$ cat src/rtl/pl_pipeline_pkg.sv
// rtl/pl_pipeline_pkg.sv - shared pipeline control types and constants
// Contents: hazard-controller FSM encoding, register-zero address, default
//           register-file address width.
package pl_pipeline_pkg;

   localparam int unsigned DEF_REG_ADDR_W = 5;

   // Register 0 is hardwired to zero, so a load targeting it never creates
   // a real dependency.
   localparam int unsigned ZERO_REG = 0;

   typedef enum logic {
      ST_RUN      = 1'b0,
      ST_MUL_WAIT = 1'b1
   } hz_state_e;

endpackage

$ cat src/rtl/pl_sat_counter.sv
// rtl/pl_sat_counter.sv - saturating up-counter for pipeline statistics
// Ports:
//   clk    in   1  clock, rising edge
//   reset  in   1  asynchronous, active-low; clears count
//   inc    in   1  increment request for this cycle
//   count  out  W  current value; holds at all-ones instead of wrapping
module pl_sat_counter #(
   parameter int unsigned W = 16
) (
   input  logic         clk,
   input  logic         reset,
   input  logic         inc,
   output logic [W-1:0] count
);

   logic [W-1:0] count_q;
   logic [W-1:0] count_d;

   always_comb begin
      count_d = count_q;
      if (inc && (count_q != {W{1'b1}})) begin
         count_d = count_q + 1'b1;
      end
   end

   always_ff @(posedge clk or negedge reset) begin
      if (!reset) begin
         count_q <= '0;
      end else begin
         count_q <= count_d;
      end
   end

   assign count = count_q;

endmodule

$ cat src/rtl/pl_hazard_controller.sv
// rtl/pl_hazard_controller.sv - pipeline stall/flush controller
// Resolves load-use hazards (stall + bubble), taken branches (squash the two
// younger instructions) and multi-cycle multiplies (freeze front of pipe).
// Ports:
//   clk, reset                  clock; asynchronous active-low reset
//   id_rs, id_rt, id_uses_rt    source operands of the instruction in ID
//   ex_mem_read, ex_rt          load in EX and its destination register
//   ex_branch_taken             branch in EX resolved taken
//   ex_mul_start                instruction in EX is a multiply
//   pc_enable, ifid_enable, idex_enable, exmem_enable   register enables
//   ifid_flush, idex_flush      datapath inserts a NOP/bubble
//   mul_busy, mul_done          multiply freeze in progress / release cycle
//   stall_count, flush_count    saturating statistics counters
module pl_hazard_controller
   import pl_pipeline_pkg::*;
#(
   parameter int unsigned REG_ADDR_W = DEF_REG_ADDR_W,
   parameter int unsigned MUL_CYCLES = 4,
   parameter int unsigned CNT_W      = 16
) (
   input  logic                  clk,
   input  logic                  reset,
   input  logic [REG_ADDR_W-1:0] id_rs,
   input  logic [REG_ADDR_W-1:0] id_rt,
   input  logic                  id_uses_rt,
   input  logic                  ex_mem_read,
   input  logic [REG_ADDR_W-1:0] ex_rt,
   input  logic                  ex_branch_taken,
   input  logic                  ex_mul_start,
   output logic                  pc_enable,
   output logic                  ifid_enable,
   output logic                  ifid_flush,
   output logic                  idex_enable,
   output logic                  idex_flush,
   output logic                  exmem_enable,
   output logic                  mul_busy,
   output logic                  mul_done,
   output logic [CNT_W-1:0]      stall_count,
   output logic [CNT_W-1:0]      flush_count
);

   localparam logic [7:0] MUL_LOAD = 8'(MUL_CYCLES - 1);

   hz_state_e  state_q, state_d;
   logic [7:0] cnt_q, cnt_d;
   logic       load_use;
   logic       flush_evt;

   assign load_use = ex_mem_read
                     && (ex_rt != REG_ADDR_W'(ZERO_REG))
                     && ((ex_rt == id_rs) || (id_uses_rt && (ex_rt == id_rt)));

   always_comb begin
      state_d      = state_q;
      cnt_d        = cnt_q;
      pc_enable    = 1'b1;
      ifid_enable  = 1'b1;
      ifid_flush   = 1'b0;
      idex_enable  = 1'b1;
      idex_flush   = 1'b0;
      exmem_enable = 1'b1;
      mul_busy     = 1'b0;
      mul_done     = 1'b0;
      flush_evt    = 1'b0;

      // While reset is held the outputs stay at their defaults even if the
      // datapath is still presenting a multiply or hazard.
      if (reset) begin
         case (state_q)
            ST_RUN: begin
               if (ex_mul_start) begin
                  pc_enable    = 1'b0;
                  ifid_enable  = 1'b0;
                  idex_enable  = 1'b0;
                  exmem_enable = 1'b0;
                  mul_busy     = 1'b1;
                  cnt_d        = MUL_LOAD;
                  state_d      = ST_MUL_WAIT;
               end else if (ex_branch_taken) begin
                  // The load-use stall would refer to a squashed instruction.
                  ifid_flush = 1'b1;
                  idex_flush = 1'b1;
                  flush_evt  = 1'b1;
               end else if (load_use) begin
                  pc_enable   = 1'b0;
                  ifid_enable = 1'b0;
                  idex_flush  = 1'b1;
               end
            end
            ST_MUL_WAIT: begin
               if (cnt_q != 8'd0) begin
                  pc_enable    = 1'b0;
                  ifid_enable  = 1'b0;
                  idex_enable  = 1'b0;
                  exmem_enable = 1'b0;
                  mul_busy     = 1'b1;
                  cnt_d        = cnt_q - 8'd1;
               end else begin
                  // Release cycle: ex_mul_start is still high for the finishing
                  // multiply and is deliberately not looked at here.
                  mul_done = 1'b1;
                  state_d  = ST_RUN;
               end
            end
            default: state_d = ST_RUN;
         endcase
      end
   end

   always_ff @(posedge clk or negedge reset) begin
      if (!reset) begin
         state_q <= ST_RUN;
         cnt_q   <= 8'd0;
      end else begin
         state_q <= state_d;
         cnt_q   <= cnt_d;
      end
   end

   pl_sat_counter #(.W(CNT_W)) u_stall_cnt (
      .clk   (clk),
      .reset (reset),
      .inc   (~pc_enable),
      .count (stall_count)
   );

   pl_sat_counter #(.W(CNT_W)) u_flush_cnt (
      .clk   (clk),
      .reset (reset),
      .inc   (flush_evt),
      .count (flush_count)
   );

endmodule

$ cat config.mk
export PLATFORM = sky130hd
export DESIGN_NAME = pl_hazard_controller
export DESIGN_NICKNAME = d
export VERILOG_FILES = /design/src/rtl/pl_pipeline_pkg.sv /design/src/rtl/pl_sat_counter.sv /design/src/rtl/pl_hazard_controller.sv
export SDC_FILE = /design/constraint.sdc
export NUM_CORES = 1
export LEC_CHECK = 0
export BUFFER_PORTS_ARGS = -buffer_cell sky130_fd_sc_hd__buf_2
export CORE_AREA = 2 2 84 86
export DETAILED_ROUTE_END_ITERATION = 10
export DIE_AREA = 0 0 86 88
export SETUP_SLACK_MARGIN = 0.2
export SLEW_MARGIN = 20
export SYNTH_ARGS = -nofsm -noshare
export SYNTH_HDL_FRONTEND = slang
export SYNTH_SLANG_ARGS = --single-unit
$ cat constraint.sdc
create_clock -name clk -period 2.7 [get_ports clk]
set_input_delay 0.27 -clock clk [delete_from_list [all_inputs] [get_ports clk]]
set_output_delay 0.27 -clock clk [all_outputs]
set_load 0.005 [all_outputs]
==> results.cfg <==
[cts]
clock_path_buffers = 2
clock_tree.root_cell = clkbuf_8
h-tree-depth = 2
post-cts-setup-buffers = 0
numCtsBuffers = 5
cts_tree = built
clk_pin_slew_ns = 0.08
clk_latency_ns = 0.29
cts.sinks = 41

[finish]
final_cell_mix = buf_2 (60), dfrtp_1 (41), xnor2_1 (26)
fin_nets = 306
fill_cells = 659
area_delta_synth_final_pct = 22.3
final_common_cell = buf_2
drive_gt1_frac = 0.317
final_area_um2 = 2760
layoutNonFillerInstCount = 361
antenna_cells = 0

[timing]
fmax_mhz = 440
fin_setup_tns_ns = 0
skew_ns = 0.0113
max-slew-margin-rel = 0.379
drv_slew = 0
rsz0062_at_grt = false
hold_viol = 0
finalSetupViolCount = 0
worst_pin_slew_ns = 0.932
final.min_clock_period_ns = 2.27
period_share = 0.842
holdWs_ns = 0.0228

[logic_synthesis]
synth_edf_count = 0
synth_area_leaders = dfrtp_1 (45%), xnor2_1 (10%), xor2_1 (4.7%)
synth_nets = 239
synth_cell_types = 39
postSynthAreaPerCell_um2 = 10.6
synth.top_cell.area_share = 0.454
yosysSeqAreaShare = 0.454
synth.cell_area_um2 = 2260
synth_cells = 214
ys_warn_count = 0
yosys.area.top_type = dfrtp_1
synth-seq-cells = 41
ys.flop_type = dfrtp_1
ys_async_sr_fraction = 1.00

[routing]
drt_wl_total_um = 4710
antenna_left = 0
dr.first_iter.drc_count = 53
dr.pass1.iters = 4
vias_per_cell = 4.94
post_drt_wl_per_cell_um = 13.0
drc = 0
route.vias.total = 1783

[critical_path]
crit_fanout = 10
max_stage_delay_ns = 0.46
worstSetupStartpointType = register
slowest_stage = nor4b_1
reg2reg_depth = 7
r2r_end = u_stall_cnt.count[1]$_DFFE_PN0P_
worstReg2RegStart = cnt_q[0]$_DFFE_PN0P_
worstSetupPathType = reg -> out
end_kind = primary output
crit_chain = nor4b_1 -> a31oi_1 -> o21ai_2 -> inv_1 -> buf_2
cp.required_ns = 2.43
critical_path_arrival_ns = 2.00
rrSetupSlack_ns = 0.47

[placed_design]
dp_hpwl_um = 3540
post_dp_cell_area_um2 = 2650
dp.cells = 353
io_buffer_count = 60
routabilityCongestion = 0.812

[global_route]
grt_usage = 0.130
grt-ovfl-total = 0
grt_pass1_wl_um = 7890
grt_max_degree = 30
first_global_vias = 1703
grt_antenna_before_repair = 0

[floorplan]
row_count = 30
pin_count = 61
initial_utilization = 0.340
die_h_um = 88
die_w_um = 86
core_area_um2 = 6640
dieArea_um2 = 7570

[power_and_ir_drop]
p_per_area_nw_per_um2 = 682
p_leak_uw = 0.00134
ir_drop_mv = 0.381

[worst_hold_path]
hold_path_class = in -> async

[job]
drv_cap = 0

[status]
outcome = finished clean
## state kept, by name, summed over array words and instances (netlist names)
| signal | cells |
|---|---|
| u_flush_cnt.count | 16 |
| state_q | 1 |
| u_stall_cnt.count | 16 |
| cnt_q | 8 |
## cells in the mapped netlist (2+ instances only)
cell type   n
and3_1      9
a22o_1      6
dfrtp_1    41
nand3_2     8
ha_1        4
nor2b_1     2
buf_4       3
nor2_1     16
nand4_1     9
xor2_1     12
a32oi_1     2
or3_1       2
mux2_2      2
nand2_1    15
xnor2_1    26
a31oi_1     2
nor3_1     10
inv_1       5
nand3_1    15
a21o_1      6
## kinds of logic after synthesis
| group | count (synthesis) | share of synthesized area |
|---|---|---|
| simple gates | 95 | 0.241 |
| flops | 41 | 0.454 |
| xor+xnor | 39 | 0.155 |
| compound gates | 21 | 0.0803 |
| buf+inv | 10 | 0.0266 |
| mux | 4 | 0.0211 |
| fa+ha+maj | 4 | 0.0222 |
## worst max-delay path, delay by kind of cell (launching register included)
| family | cells | cell delay (ns) |
|---|---|---|
| AOI/OAI and AO/OA | 2 | 0.54 |
| buffers and inverters | 2 | 0.29 |
| DFF | 1 | 0.42 |
| and+or+nand+nor | 1 | 0.46 |
## where the power goes
group / leakage, µW / switching, µW / internal [µW]
logic: 0.000752 / 233 / 266
registers: 0.000534 / 164 / 747
clock network: 0.0000540 / 204 / 269
## metal layers
layer / track usage / wire, µm / vias up
met4: 0.0433 / 15 / 0
met5: 0 / 0 / -
met2: 0.210 / 2150 / 52
li1: - / - / 890
met1: 0.171 / 2250 / 839
met3: 0.0320 / 295 / 2
## repair_timing
item,4_1_cts,5_1_grt
hold buffers,1,0
resized for setup,0,0
hold endpoints to repair,12,0
## cell type report
cell class | count | area [µm²] | area share
well taps | 80 | 100 | 0.0362
clock inverters | 2 | 35.0 | 0.0127
inverters | 5 | 18.8 | 0.00680
flip-flops and latches | 41 | 1030 | 0.372
multi-input cells | 163 | 1170 | 0.425
repair buffers | 65 | 340 | 0.123
clock buffers | 5 | 68.8 | 0.0249
## how the worst max path moves through the flow
stage                               startpoint                               end  slack, ns
after detailed placement  cnt_q[0]$_DFFE_PN0P_  u_stall_cnt.count[1]$_DFFE_PN0P_       0.46
after global routing      cnt_q[2]$_DFFE_PN0P_                          mul_busy       0.23
final                     cnt_q[5]$_DFFE_PN0P_                          mul_busy       0.43
after global placement    cnt_q[0]$_DFFE_PN0P_  u_stall_cnt.count[1]$_DFFE_PN0P_       0.52
after CTS                 cnt_q[5]$_DFFE_PN0P_                          mul_busy       0.41
after floorplan                       ex_rt[3]                         pc_enable       0.78
## metrics by stage
| stage | util | total power, µW | setup slack [ns] |
|---|---|---|---|
| floorplan | - | 1220 | 0.777 |
| finish | 0.416 | 1880 | 0.427 |
| CTS | 0.416 | 1910 | 0.410 |
| detailed placement | 0.398 | 1420 | 0.461 |
| global route | 0.416 | 2020 | 0.230 |
| global placement | 0.398 | 1410 | 0.523 |
(Power assumes the default switching activity.)
